<file path="src/rtl/four_to_two_encoder_pkg.sv">
// ---------------------------------------------------------------------------
// four_to_two_encoder_pkg
//   Shared definitions for the sequential 4-to-2 priority encoder:
//   - state_t        : presenter FSM states (ST_IDLE, ST_PRESENT)
//   - N_DEFAULT      : default number of request lines
//   - W_DEFAULT      : code width rule, $clog2(N_DEFAULT)
//   - SYNC_RESET_VAL : reset value of synchronizer/prev flops (all ones,
//                      i.e. every active-low line inactive). Slice to width.
//   - highest_set()  : index of the highest set bit (0 when none set)
// ---------------------------------------------------------------------------
package four_to_two_encoder_pkg;

  typedef enum logic {
    ST_IDLE    = 1'b0,
    ST_PRESENT = 1'b1
  } state_t;

  localparam int N_DEFAULT = 4;
  localparam int W_DEFAULT = $clog2(N_DEFAULT);

  // Wide enough for any N up to 64; users slice [N-1:0].
  localparam logic [63:0] SYNC_RESET_VAL = '1;

  // Highest set index of a request vector. Ascending scan, so the last
  // hit (the highest index) wins. Callers zero-extend their vector to 32.
  function automatic int highest_set(input logic [31:0] vec);
    highest_set = 0;
    for (int i = 0; i < 32; i++) begin
      if (vec[i]) highest_set = i;
    end
  endfunction

endpackage : four_to_two_encoder_pkg

</file>
<file path="src/rtl/four_to_two_encoder_if.sv">
// ---------------------------------------------------------------------------
// four_to_two_encoder_if
//   Bundles the request lines, enable, and the code valid/ready channel.
//   Ports (signals):
//     req_n    [N-1:0] active-low request lines (asynchronous to clk)
//     en_n             active-low enable for launching a new code
//     code     [W-1:0] binary index being presented
//     valid            code is valid
//     ready            consumer accepts code when valid && ready
//     pending  [N-1:0] latched, not-yet-served requests
//     overflow         one-cycle pulse when a request edge is lost
//   Modports:
//     master : the encoder (drives code/valid/pending/overflow)
//     slave  : the request source + consumer
// ---------------------------------------------------------------------------
interface four_to_two_encoder_if #(
  parameter int N = four_to_two_encoder_pkg::N_DEFAULT,
  parameter int W = four_to_two_encoder_pkg::W_DEFAULT
);

  logic [N-1:0] req_n;
  logic         en_n;
  logic [W-1:0] code;
  logic         valid;
  logic         ready;
  logic [N-1:0] pending;
  logic         overflow;

  modport master (
    input  req_n,
    input  en_n,
    input  ready,
    output code,
    output valid,
    output pending,
    output overflow
  );

  modport slave (
    output req_n,
    output en_n,
    output ready,
    input  code,
    input  valid,
    input  pending,
    input  overflow
  );

endinterface : four_to_two_encoder_if

</file>
<file path="src/rtl/four_to_two_encoder_req_sync_edge.sv">
// ---------------------------------------------------------------------------
// req_sync_edge
//   N-bit multi-flop synchronizer followed by a falling-edge detector.
//   Ports:
//     clk               rising-edge clock
//     rst               asynchronous active-high reset
//     req_n   [N-1:0]   asynchronous active-low request lines
//     events  [N-1:0]   one-cycle high per synchronized falling edge
//   A line held low produces exactly one event.
// ---------------------------------------------------------------------------
module req_sync_edge
  import four_to_two_encoder_pkg::*;
#(
  parameter int N           = N_DEFAULT,
  parameter int SYNC_STAGES = 2
) (
  input  logic         clk,
  input  logic         rst,
  input  logic [N-1:0] req_n,
  output logic [N-1:0] events
);

  logic [N-1:0] stage_q [SYNC_STAGES];
  logic [N-1:0] prev_q;

  // NOTE: every flop of the chain is reset, not just the last one; a stale
  // low in an early stage would otherwise emerge as a false edge after reset.
  // NOTE: sequential state uses non-blocking assignments so each stage picks
  // up its neighbour's pre-edge value, giving a true shift register.
  always_ff @(posedge clk or posedge rst) begin
    if (rst) begin
      for (int s = 0; s < SYNC_STAGES; s++) begin
        stage_q[s] <= SYNC_RESET_VAL[N-1:0];
      end
      prev_q <= SYNC_RESET_VAL[N-1:0];
    end else begin
      stage_q[0] <= req_n;
      for (int s = 1; s < SYNC_STAGES; s++) begin
        stage_q[s] <= stage_q[s-1];
      end
      prev_q <= stage_q[SYNC_STAGES-1];
    end
  end

  // Falling edge: currently low, previously high.
  assign events = ~stage_q[SYNC_STAGES-1] & prev_q;

endmodule : req_sync_edge

</file>
<file path="src/rtl/four_to_two_encoder.sv">
// ---------------------------------------------------------------------------
// four_to_two_encoder
//   Sequential priority encoder. Falling edges on active-low request lines
//   are latched as pending events and presented one at a time, highest
//   index first, as a binary code on a valid/ready channel.
//   Ports:
//     clk   rising-edge clock
//     rst   asynchronous active-high reset
//     bus   four_to_two_encoder_if.master (req_n, en_n, ready in;
//           code, valid, pending, overflow out)
//   Parameters:
//     N           number of request lines
//     W           code width, must equal $clog2(N)
//     SYNC_STAGES synchronizer depth on req_n (>= 2)
// ---------------------------------------------------------------------------
module four_to_two_encoder
  import four_to_two_encoder_pkg::*;
#(
  parameter int N           = N_DEFAULT,
  parameter int W           = $clog2(N),
  parameter int SYNC_STAGES = 2
) (
  input  logic                  clk,
  input  logic                  rst,
  four_to_two_encoder_if.master bus
);

  state_t       state_q, state_d;
  logic [W-1:0] code_q;
  logic [N-1:0] pending_q, pending_d;
  logic         overflow_q, overflow_d;
  logic [N-1:0] events;
  logic [N-1:0] clr;
  logic         handshake;

  req_sync_edge #(
    .N           (N),
    .SYNC_STAGES (SYNC_STAGES)
  ) u_sync_edge (
    .clk    (clk),
    .rst    (rst),
    .req_n  (bus.req_n),
    .events (events)
  );

  // valid is a pure decode of the state register, so it is glitch-free.
  assign handshake = (state_q == ST_PRESENT) && bus.ready;

  // Pending bookkeeping. A new event on the bit being served wins over the
  // clear, so that event is not lost and is not counted as overflow.
  // NOTE: all always_comb outputs get a default first so no path leaves a
  // variable unassigned, which would otherwise infer a latch.
  always_comb begin
    clr = '0;
    if (handshake) clr[code_q] = 1'b1;
    pending_d  = (pending_q & ~clr) | events;
    overflow_d = |(events & pending_q & ~clr);
  end

  // FSM process 1: state register plus the registers it qualifies.
  always_ff @(posedge clk or posedge rst) begin
    if (rst) begin
      state_q    <= ST_IDLE;
      code_q     <= '0;
      pending_q  <= '0;
      overflow_q <= 1'b0;
    end else begin
      state_q    <= state_d;
      pending_q  <= pending_d;
      overflow_q <= overflow_d;
      // code only moves on IDLE->PRESENT; priority is not re-evaluated
      // while a code is outstanding.
      if (state_q == ST_IDLE && state_d == ST_PRESENT) begin
        code_q <= W'(highest_set(32'(pending_q)));
      end
    end
  end

  // FSM process 2: next state. en_n only gates a launch; once presenting,
  // the code completes regardless of en_n.
  always_comb begin
    state_d = state_q;
    unique case (state_q)
      ST_IDLE:    if (!bus.en_n && (|pending_q)) state_d = ST_PRESENT;
      ST_PRESENT: if (bus.ready)                 state_d = ST_IDLE;
      default:    state_d = ST_IDLE;
    endcase
  end

  // FSM process 3: outputs.
  always_comb begin
    bus.valid    = (state_q == ST_PRESENT);
    bus.code     = code_q;
    bus.pending  = pending_q;
    bus.overflow = overflow_q;
  end

endmodule : four_to_two_encoder
</file>
<file path="src/flat_wrapper.sv">
// flat-port wrapper written by rule: the top's interface ports become plain ports
module four_to_two_encoder_flat import four_to_two_encoder_pkg::*;
#(
  parameter int N           = N_DEFAULT,
  parameter int W           = $clog2(N),
  parameter int SYNC_STAGES = 2
)
  (clk, rst, bus_req_n, bus_en_n, bus_ready, bus_code, bus_valid, bus_pending, bus_overflow);
  four_to_two_encoder_if #(.N(N), .W(W)) bus_i ();
  input  logic clk;
  input  logic rst;
  input wire logic [$bits(bus_i.req_n)-1:0] bus_req_n;
  input wire logic [$bits(bus_i.en_n)-1:0] bus_en_n;
  input wire logic [$bits(bus_i.ready)-1:0] bus_ready;
  output wire logic [$bits(bus_i.code)-1:0] bus_code;
  output wire logic [$bits(bus_i.valid)-1:0] bus_valid;
  output wire logic [$bits(bus_i.pending)-1:0] bus_pending;
  output wire logic [$bits(bus_i.overflow)-1:0] bus_overflow;
  assign bus_i.req_n = bus_req_n;
  assign bus_i.en_n = bus_en_n;
  assign bus_i.ready = bus_ready;
  assign bus_code = bus_i.code;
  assign bus_valid = bus_i.valid;
  assign bus_pending = bus_i.pending;
  assign bus_overflow = bus_i.overflow;
  four_to_two_encoder #(.N(N), .W(W), .SYNC_STAGES(SYNC_STAGES)) u_core (.clk(clk), .rst(rst), .bus(bus_i));
endmodule
</file>
<file path="config.mk">
export PLATFORM = sky130hd
export DESIGN_NAME = four_to_two_encoder_flat
export DESIGN_NICKNAME = d
export VERILOG_FILES = /design/src/rtl/four_to_two_encoder_pkg.sv /design/src/rtl/four_to_two_encoder_if.sv /design/src/rtl/four_to_two_encoder_req_sync_edge.sv /design/src/rtl/four_to_two_encoder.sv /design/src/flat_wrapper.sv
export SDC_FILE = /design/constraint.sdc
export NUM_CORES = 1
export LEC_CHECK = 0
export ABC_AREA = 1
export ABC_CLOCK_PERIOD_IN_PS = 900
export CAP_MARGIN = 20
export CELL_PAD_IN_SITES_DETAIL_PLACEMENT = 1
export CELL_PAD_IN_SITES_GLOBAL_PLACEMENT = 2
export CORE_UTILIZATION = 26
export DETAILED_ROUTE_END_ITERATION = 7
export PLACE_DENSITY_LB_ADDON = 0.15
export SLEW_MARGIN = 20
export SYNTH_ARGS = -nofsm -noshare
export SYNTH_HDL_FRONTEND = slang
export SYNTH_SLANG_ARGS = --single-unit
</file>
<file path="constraint.sdc">
create_clock -name clk -period 0.9 [get_ports clk]
set_input_delay 0.18 -clock clk [delete_from_list [all_inputs] [get_ports clk]]
set_output_delay 0.18 -clock clk [all_outputs]
set_load 0.005 [all_outputs]
</file>
; ---- Word-level counts from Yosys, hierarchy flattened
; Index checks and enable logic that the tools add are counted.
[op_classes]
n_lt_le_gt_ge = 2
bitwise_logic = 8
reduce_logical = 7
n_mux = 9
[op_table]
columns = operator, n
row1 = $and 4x4->4, 4
row2 = $not 4->4, 2
row3 = $reduce_or 4->1, 2
row4 = $logic_and 1x1->1, 4
row5 = $mux 1, 4
row6 = $mux 2, 2
row7 = $mux 4, 1
row8 = $or 4x4->4, 1
row9 = $lt 2x3->1 const B, 1
row10 = $demux 1 s2, 1
row11 = $ge 2x1->1 const B, 1
row12 = $pmux 1 s2, 1
row13 = $logic_not 1->1, 1
row14 = $not 1->1, 1
[totals]
word_cells = 33
register_bits = 20

; ---- Depth between registers and ports, before layout
; Gate-level depths: netlist of the first run.
[depth]
depth_word = 8
depth_mapped = 7
depth_no_buf = 7

; ---- Modules after synthesis
; Synthesis of the first run repeated with hierarchy kept, for this count alone.
[hier_totals]
hier_cells = 73
hier_area_um2 = 752.0
[by_module_without_submodules]
columns = mod, n_inst, area_each_um2, cells_each
row1 = four_to_two_encoder, 1, 392.9, 52
row2 = req_sync_edge, 1, 359.1, 21

; ---- Least setup slack after synthesis of the first run
; OpenSTA, ideal clock, no wires.
[synth_timing]
kind = register to register
startpoint = reg u_core.u_sync_edge.stage_q[1] (netlist name)
endpoint = reg u_core.overflow_q (netlist: u_core.bus.overflow)
path_stages_with_launch = 8
n_path_buf = 0
t_arrival_ps = 789
setup_ps = 117
required_ps = 783
path_slack_ps = -7
cell_sequence = dfstp_2 -> inv_1 -> nand2_1 -> nor2_1 -> nand2_1 -> nand2_1 -> inv_1 -> nand2_1
[synth_via]
elab_chain_cells = 5
[synth_lines]
columns = element, line_no
row1 = from (decl), four_to_two_encoder_req_sync_edge.sv:23  ; logic [N-1:0] stage_q [SYNC_STAGES];
row2 = "from (signal, indexed assignment)", four_to_two_encoder_req_sync_edge.sv:33  ; stage_q[s] <= SYNC_RESET_VAL[N-1:0];
row3 = "from (signal, indexed assignment)", four_to_two_encoder_req_sync_edge.sv:39  ; stage_q[s] <= stage_q[s-1];
row4 = $not 4->4, four_to_two_encoder_req_sync_edge.sv:46  ; assign events = ~stage_q[SYNC_STAGES-1] & prev_q;
row5 = $and 4x4->4, four_to_two_encoder_req_sync_edge.sv:46
row6 = $and 4x4->4 (2 in a row), four_to_two_encoder.sv:57  ; overflow_d = |(events & pending_q & ~clr);
row7 = $reduce_or 4->1, four_to_two_encoder.sv:57
row8 = via u_core.overflow_d, four_to_two_encoder.sv:31  ; logic overflow_q, overflow_d;
row9 = to (signal assigned), four_to_two_encoder.sv:70  ; overflow_q <= overflow_d;
row10 = to (decl), four_to_two_encoder.sv:31
; The timed path passes the listed nets, and every way through them passes these cells.
; A chain may end at the register's enable or synchronous reset.

; ---- Final worst setup path of the first run
[layout_timing]
startpoint = reg u_core.state_q (netlist: u_core.bus.valid)
endpoint = reg u_core.overflow_q (netlist: u_core.bus.overflow)
[layout_via]
elab_chain_cells = 5
[layout_lines]
columns = element, line_no
row1 = from (decl), four_to_two_encoder.sv:28  ; state_t state_q, state_d;
row2 = from (signal assigned), four_to_two_encoder.sv:68  ; state_q <= state_d;
row3 = $logic_and 1x1->1, four_to_two_encoder.sv:47  ; assign handshake = (state_q == ST_PRESENT) && bus.ready;
row4 = $mux 4, four_to_two_encoder.sv:55  ; if (handshake) clr[code_q] = 1'b1;
row5 = $not 4->4, four_to_two_encoder.sv:57
row6 = $and 4x4->4, four_to_two_encoder.sv:57
row7 = $reduce_or 4->1, four_to_two_encoder.sv:57
row8 = via u_core.overflow_d, four_to_two_encoder.sv:31
; The timed path passes the listed nets, and every way through them passes these cells.

==> flow_summary.ini, run 1 <==
[clocking]
htreeDepth = 1
root_buffer = clkbuf_4
cts_hold_buf = 0
cts_buffers = 3
clk_path_buf_depth = 2
cts_sinks = 20
clk_pin_slew_ns = 0.11
worstSkewPairLatency_ns = 0.29
cts_tree = done

[drt]
wl_um = 1540
dr_total_vias = 577
wl_per_cell_um = 11.0
antenna_left = 0
drc = 0
drt-initial-drc-count = 2
first_pass_iters = 3
vias_per_cell = 4.15

[logic_synthesis]
synth_nets = 84
yosysTopAreaCell = dfstp_2
synthTopCellsByArea = dfstp_2, dfrtp_1, nand2_1, inv_1, nor2_1
ys_seq_elements = 20
syn-instance-count = 76
ys_seq_area_frac = 0.695
ys_warn_count = 0
yosys.area.top_type_share = 0.425
synth.avg_cell_area_um2 = 9.76
ys_types = 9
syn_area_um2 = 742

[floorplanning]
start_util = 0.271
core-area_mm2 = 0.00273
row_count = 19
ios = 16
die_h_um = 55.4
die_w_um = 55.4
dieArea_mm2 = 0.00307

[sta]
finalClockSkew_ns = 0.00862
fmax_mhz = 903
finalWorstSetupSlack_ns = -0.208
hold_viol_final = 0
tightest_slew_ns = 0.204
final_max_slew_viol_count = 0
period_needed_ns = 1.11
period_share = 1.23
worst_hold_slack_ns = 0.188
rsz0062_at_grt = yes
max_slew_margin = 0.862
setup_violations = 16

[setup_path]
cp-start-kind = register
cp_max_fo = 3
crit_chain = buf_6, buf_6, nand2_4, nor2_4, nor2_1, nor2_1, nand2_1
endpoint_kind = register
worstPathArrival_ns = 1.30
max_stage_delay_ns = 0.39
cp.required_ns = 1.10
criticalPathCategory = reg -> reg
cp_slowest_cell = dfrtp_1

[finish]
fill_cells = 322
nets = 117
antenna_cells = 0
final_area_mm2 = 0.00110
drive_above_1_share = 0.463
multi_input_area_um2 = 228
final_util = 0.403
regArea_um2 = 515
synthToLayoutAreaGrowth_pct = 48.4
final_cells = 139

[hold_path]
hold_path.class = in -> async

[placed_design]
port_buffers = 15
placed_area_um2 = 996
dp_hpwl_um = 1050
place.gp.congestion = 0.663
dpl_worst_slack_ns = -0.349
dp.cells = 129

[global_routing]
overflow = 0
grt_pass1_wl_um = 2780
grt_use_total = 0.118
grt_start_max_net_pins = 21
antenna_found_initial = 0
grt_pass1_vias = 644

[run]
maxCapViolCount = 0

[power]
power_density_mw_per_mm2 = 1970
p_leak_uw = 0.000533
vdd_ir_drop_max_uv = 871

[outcome]
violations = negative setup slack
status = finished with violations
## report_power, final
| part | switching [uW] | internal [uW] | total (uW) |
|---|---|---|---|
| Sequential | 52.3 | 1020 | 1080 |
| Combinational | 327 | 344 | 671 |
| Clock | 254 | 172 | 426 |
## cell usage in the layout (no fill, tap or decap), drive strengths merged
| master | synthesis | routed |
|---|---|---|
| inv | 13 | 13 |
| clkdlybuf4s50 | 0 | 7 |
| buf | 0 | 21 |
| o21ai | 4 | 4 |
| dfstp | 12 | 12 |
| nor2 | 11 | 11 |
| dfrtp | 8 | 8 |
| nand3 | 5 | 5 |
| clkbuf | 0 | 4 |
| nand2 | 23 | 23 |
## final cells by class
class | count | share of cell area
sequential | 20 | 0.468
timing repair buffer | 28 | 0.217
multi-input combinational | 43 | 0.207
inverter | 13 | 0.0489
tap | 31 | 0.0352
clock buffer | 4 | 0.0239
## repair_timing
action | CTS | global route
setup buffers | 6 | 0
gates resized for setup | 50 | 6
gates cloned | 0 | 0
pin swaps | 6 | 0
endpoints found under the setup margin | 16 | 16
## cells by family after synthesis
group	after synthesis	share of synthesized area
AO/OA/AOI/OAI	4	0.0270
AND/OR/NAND/NOR	39	0.212
buffers and inverters	13	0.0658
flip-flops	20	0.695
## synthesized netlist by cell type
cell     number
nand2_2       1
nand2_1      22
nand3_1       5
nor2_2        1
dfrtp_1       8
nor2_1       10
inv_1        13
o21ai_0       4
dfstp_2      12
## critical path, delay by kind of cell, from the launching register on
family / cells / cell delay (ns)
and+or+nand+nor: 5 / 0.42
DFF: 1 / 0.39
buffers and inverters: 2 / 0.20
## flip-flops by register name, indices dropped and copies added (netlist names)
register	cells
u_core.u_sync_edge.stage_q	8
u_core.bus.pending	4
u_core.u_sync_edge.prev_q	4
u_core.bus.code	2
u_core.bus.overflow	1
u_core.bus.valid	1
## worst paths after layout
path,from,end,slack (ns),cells after the start
hold / removal,rst,u_core.bus.pending[2],0.19,3
setup / recovery,u_core.bus.valid,u_core.bus.overflow,-0.21,7
max in group asynchronous,rst,u_core.u_sync_edge.prev_q[0],0.49,3
min in group clk,bus_req_n[2],u_core.u_sync_edge.stage_q[6],0.28,1
hold reg to reg,u_core.u_sync_edge.stage_q[4],u_core.u_sync_edge.stage_q[0],0.36,0
setup reg to reg,u_core.bus.valid,u_core.bus.overflow,-0.21,7
## through the flow
step | setup TNS (ns) | power, uW
global route | -2.77 | 2340
finish | -1.77 | 2170
global placement | -2.87 | 1640
detailed placement | -2.87 | 1630
CTS | -1.94 | 2190
floorplan | -0.00672 | 1300
## per-layer routing
layer  global-route usage  part of all wire  up-vias
li1                     -                 -      291
met1                0.148              0.48      276
met2                0.191              0.49       10
met3               0.0281             0.028        0
met4               0.0536                 0        0
met5                    0                 0        -
No activity file was read; power rests on OpenSTA's default activity.
==> run 2: changes to the inputs <==
--- a/config.mk
+++ b/config.mk
@@ -7,9 +7,9 @@
 export LEC_CHECK = 0
 export ABC_AREA = 1
 export ABC_CLOCK_PERIOD_IN_PS = 900
-export CAP_MARGIN = 20
 export CELL_PAD_IN_SITES_DETAIL_PLACEMENT = 1
 export CELL_PAD_IN_SITES_GLOBAL_PLACEMENT = 2
+export CORE_MARGIN = 2
 export CORE_UTILIZATION = 26
 export DETAILED_ROUTE_END_ITERATION = 7
 export PLACE_DENSITY_LB_ADDON = 0.15
==> run 2 against run 1 <==
Against the previous run:
- die area is 7.3% higher
- sequential share of layout area decreased by 4.1 points
- the run still ends with negative setup slack left
- final area increased by 9.5%
- critical path type unchanged
- sequential power about the same
- via count increased by 5.2%
- largest cell class unchanged
- register-to-register slack improved by 0.03 ns
- largest power group unchanged
- worst hold slack got worse by 0.011 ns
- cell count up 2.2%
- non-clock buffer count rose by 3
- routed wire length up 4.2%
- highest routed layer is now met4
==> flow_summary.ini, run 2 (synthesis results as in run 1) <==
[outcome]
status = finished with violations
violations = negative setup slack

[setup_path]
reg2reg_to = u_core.bus.overflow
rr_startpoint = u_core.bus.code[0]
r2r_cells = 8
endpoint_kind = register
cp.required_ns = 1.10
criticalPathCategory = reg -> reg
rrSetupSlack_ns = -0.18
cp-start-kind = register
worstPathArrival_ns = 1.28
cp_max_fo = 3

[finish]
synthToLayoutAreaGrowth_pct = 62.6
top_register = u_core.u_sync_edge.stage_q
layout_common_cells = nand2_1, dfstp_2, buf_6
largest_register_ff_count = 8
antenna_cells = 0
layout_commonest_cell = nand2_1
drive_above_1_share = 0.577
nets = 120

[hold_path]
hold_path.class = in -> async

[drt]
dr_total_vias = 607
first_pass_iters = 4
drc = 0
wl_um = 1600
wl_per_cell_um = 11.3
drt-initial-drc-count = 2
antenna_left = 0
vias_per_cell = 4.27

[floorplanning]
start_util = 0.271
die_w_um = 57.4
die_h_um = 57.4
row_count = 19
dieArea_mm2 = 0.00330
core-area_mm2 = 0.00273
ios = 16

[sta]
finalClockSkew_ns = 0.00651
fmax_mhz = 927
period_needed_ns = 1.08
tightest_slew_ns = 0.156
max_slew_margin = 0.895
fin_tns_setup_ns = -1.48
period_share = 1.20
hold_viol_final = 0
final_max_slew_viol_count = 0
setup_violations = 16
finalWorstSetupSlack_ns = -0.179
rsz0062_at_grt = yes

[global_routing]
grt_pass1_wl_um = 2680
overflow = 0
grt_use_total = 0.112
grt_start_max_net_pins = 21
grt_pass1_vias = 609
antenna_found_initial = 0

[power]
seqPwrFrac = 0.442
p_comb_frac = 0.345
pwr-share-clk = 0.213
power_density_mw_per_mm2 = 2030
p_leak_uw = 0.000567
vdd_ir_drop_max_uv = 1180
switchingPower_uw = 734
intPower_uw = 1720
switching_share = 0.300

[clocking]
clk_path_buf_depth = 2
cts_sinks = 20
htreeDepth = 1
worstSkewPairLatency_ns = 0.30
cts_buffers = 3
cts_hold_buf = 0
cts_tree = done
clk_pin_slew_ns = 0.12
root_buffer = clkbuf_4

[placed_design]
dpl_worst_slack_ns = -0.346
place.gp.congestion = 0.654
dp_hpwl_um = 1110
port_buffers = 15

[run]
maxCapViolCount = 0
## run 2: worst max-delay path by stage
stage / end / depth (start not counted) / start / slack [ns]
after floorplan: u_core.bus.overflow / 7 / u_core.u_sync_edge.stage_q[1] / -0.007
after global placement: u_core.bus.overflow / 8 / bus_ready / -0.36
after detailed placement: u_core.bus.overflow / 8 / bus_ready / -0.35
after CTS: u_core.bus.overflow / 8 / u_core.bus.code[0] / -0.20
after global routing: u_core.bus.overflow / 8 / u_core.bus.code[0] / -0.24
final: u_core.bus.overflow / 8 / u_core.bus.code[0] / -0.18
## run 2: power groups by stage
stage	registers, uW	clock network [uW]	logic [uW]
6_report	1080	522	845
2_1_floorplan	1120	0	176
5_1_grt	1100	596	921
3_5_place_dp	1110	0	587
4_1_cts	1080	544	713
3_3_place_gp	1110	0	588
## run 2: area by class of cell
type                            count  area (um2)
Fill cell                         306        1530
Sequential cell                    20         515
Timing Repair Buffer               31         284
Multi-Input combinational cell     43         273
Inverter                           13        58.8
Tap cell                           31        38.8
Clock buffer                        4        36.3
## run 2: timing repair
| item | in CTS | in global routing |
|---|---|---|
| endpoints found under the hold margin | 0 | 0 |
| gates resized for setup | 56 | 25 |
| setup endpoints to repair | 16 | 16 |
| buffers inserted | 6 | 0 |
| pin swaps | 12 | 19 |
## run 2: worst max-delay path: stages (launching register included)
cell and delay [ns]:
dfrtp_1 0.40, buf_6 0.13, buf_6 0.11, nor2_4 0.07, nand2_2 0.06, nand2_2 0.06, nand2_1 0.05, inv_1 0.05
nand2_1 0.04
## run 2: metrics by stage
stage	instances	util	hold slack, ns	power [uW]	cell area (um2)
floorplan	76	-	0.135	1300	742
global placement	133	0.375	0.345	1700	1030
detailed placement	133	0.375	0.347	1700	1030
CTS	142	0.409	0.173	2330	1120
global route	142	0.441	0.181	2610	1210
finish	142	0.441	0.178	2450	1210
## run 2: routing by layer
| metal | track usage | part of all wire | vias to the layer above |
|---|---|---|---|
| met5 | 0 | 0 | - |
| met2 | 0.174 | 0.48 | 11 |
| met1 | 0.140 | 0.46 | 290 |
| met4 | 0.0698 | 0.021 | 0 |
| met3 | 0.0272 | 0.037 | 4 |
| li1 | - | - | 302 |
==> run 3: changes to the inputs <==
--- a/config.mk
+++ b/config.mk
@@ -12,6 +12,7 @@
 export CORE_MARGIN = 2
 export CORE_UTILIZATION = 26
 export DETAILED_ROUTE_END_ITERATION = 7
+export GPL_TIMING_DRIVEN = 0
 export PLACE_DENSITY_LB_ADDON = 0.15
 export SLEW_MARGIN = 20
 export SYNTH_ARGS = -nofsm -noshare
==> run 3 against run 2 <==
Against the previous run:
- the run still ends with negative setup slack left
- setup slack better by 0.017 ns
- sequential share of layout area is 5.2 points higher
- via count is 6.8% lower
- combinational power is 29% lower
- die area stayed put
- largest power group unchanged
- highest routed layer unchanged
==> flow_summary.ini, run 3 (synthesis results as in run 1) <==
[global_routing]
grt_start_max_net_pins = 21
grt_pass1_wl_um = 2550
grt_pass1_vias = 610
grt_use_total = 0.104
overflow = 0
antenna_found_initial = 0

[sta]
final_max_slew_viol_count = 0
rsz0062_at_grt = yes
period_needed_ns = 1.06
finalWorstSetupSlack_ns = -0.162
hold_viol_final = 0
max_slew_margin = 0.721
setup_violations = 16
fmax_mhz = 942
finalClockSkew_ns = 0.00656
period_share = 1.18
tightest_slew_ns = 0.418
worst_hold_slack_ns = 0.224

[drt]
drc = 0
wl_um = 1400
dr_total_vias = 566
antenna_left = 0
wl_per_cell_um = 10.3
first_pass_iters = 3
vias_per_cell = 4.16
drt-initial-drc-count = 12

[floorplanning]
row_count = 19
core-area_mm2 = 0.00273
ios = 16
start_util = 0.271
die_w_um = 57.4
dieArea_mm2 = 0.00330
die_h_um = 57.4

[power]
power_uw = 2180
pwr-share-clk = 0.228
intPower_uw = 1570
p_leak_uw = 0.000512
switching_share = 0.282
switchingPower_uw = 615
seqPwrFrac = 0.497
power_density_mw_per_mm2 = 2030
vdd_ir_drop_max_uv = 916
p_comb_frac = 0.275

[clocking]
root_buffer = clkbuf_4
cts_sinks = 20
htreeDepth = 1
cts_buffers = 3
clk_path_buf_depth = 2
clk_pin_slew_ns = 0.11
cts_tree = done
worstSkewPairLatency_ns = 0.29

[finish]
synthToLayoutAreaGrowth_pct = 45.0
top_register = u_core.u_sync_edge.stage_q
drive_above_1_share = 0.467
antenna_cells = 0
layout_common_cells = nand2_1, dfstp_2, inv_1, dfrtp_1
layout_commonest_cell = nand2_1
final_area_mm2 = 0.00108
nets = 114
final_util = 0.394
largest_register_ff_count = 8

[setup_path]
cp_slowest_cell = dfrtp_1
criticalPathCategory = reg -> reg
reg2reg_to = u_core.bus.overflow
cp_common_cell = nor2_1
rr_startpoint = u_core.bus.code[0]
rrSetupSlack_ns = -0.16
endpoint_kind = register
crit_chain = buf_6, buf_4, nand2_2, nor2_4, nor2_1, nor2_1, nand2_1
crit_path_start = u_core.bus.code[0]
cp_max_fo = 4
max_stage_delay_ns = 0.38
cp-start-kind = register
worstPathArrival_ns = 1.24
r2r_cells = 7
cp.required_ns = 1.08

[run]
maxCapViolCount = 0

[placed_design]
port_buffers = 15
placed_area_um2 = 931
dp_hpwl_um = 1010
place.gp.congestion = 0.696

[outcome]
violations = negative setup slack
status = finished with violations

[hold_path]
hold_path.class = in -> async
==> run 3: cell count changes in the layout (fill, tap and decap cells not counted), sizes merged <==
cell	before	now
inv	13	12
buf	24	17
clkinvlp	0	1
clkbuf	4	5
==> run 3: how the worst max path moves through the flow <==
| stage | slack (ns) | depth (start not counted) | to |
|---|---|---|---|
| after floorplan | -0.007 | 7 | u_core.bus.overflow |
| after global placement | -0.39 | 6 | u_core.bus.overflow |
| after detailed placement | -0.39 | 6 | u_core.bus.overflow |
| after CTS | -0.18 | 7 | u_core.bus.overflow |
| after global routing | -0.25 | 7 | u_core.bus.overflow |
| final | -0.16 | 7 | u_core.bus.overflow |
==> run 3: what timing repair did <==
action	CTS	global route
setup endpoints to repair	13	19
setup buffers	7	3
pin swaps	8	6
hold buffers	0	0
resized for setup	43	13
==> run 3: layout make-up <==
class                      instances  area, um2
inverter                          13       52.6
multi-input combinational         43        233
sequential                        20        515
clock buffer                       4       36.3
tap                               31       38.8
timing repair buffer              25        200
fill                             318       1660
==> run 3: stage by stage <==
step	worst slack, ns	setup TNS [ns]	instances
after CTS	-0.185	-1.57	133
after global routing	-0.249	-2.73	136
after floorplan	-0.00672	-0.00672	76
after detailed placement	-0.387	-7.47	122
final	-0.162	-1.65	136
after global placement	-0.385	-7.62	122
==> run 3: per-layer routing <==
| metal | track usage | wire [um] | vias up | part of all wire |
|---|---|---|---|---|
| met1 | 0.142 | 651 | 267 | 0.47 |
| met3 | 0.0272 | 61 | 4 | 0.044 |
| li1 | - | - | 284 | - |
| met4 | 0.0498 | 22 | 0 | 0.016 |
| met5 | 0 | 0 | - | 0 |
| met2 | 0.153 | 662 | 11 | 0.47 |
==> run 3: critical path: cells and delay by family (launching register included) <==
family / cells / cell delay, ns
buffers and inverters: 2 / 0.21
AND/OR/NAND/NOR: 5 / 0.36
flip-flops: 1 / 0.38
==> run 3: power by group through the flow <==
stage	clock (uW)	sequential, uW	combinational, uW
after floorplan	0	1120	176
after global placement	0	1130	407
after detailed placement	0	1130	407
after CTS	522	1080	550
after global routing	576	1100	673
final	496	1080	600
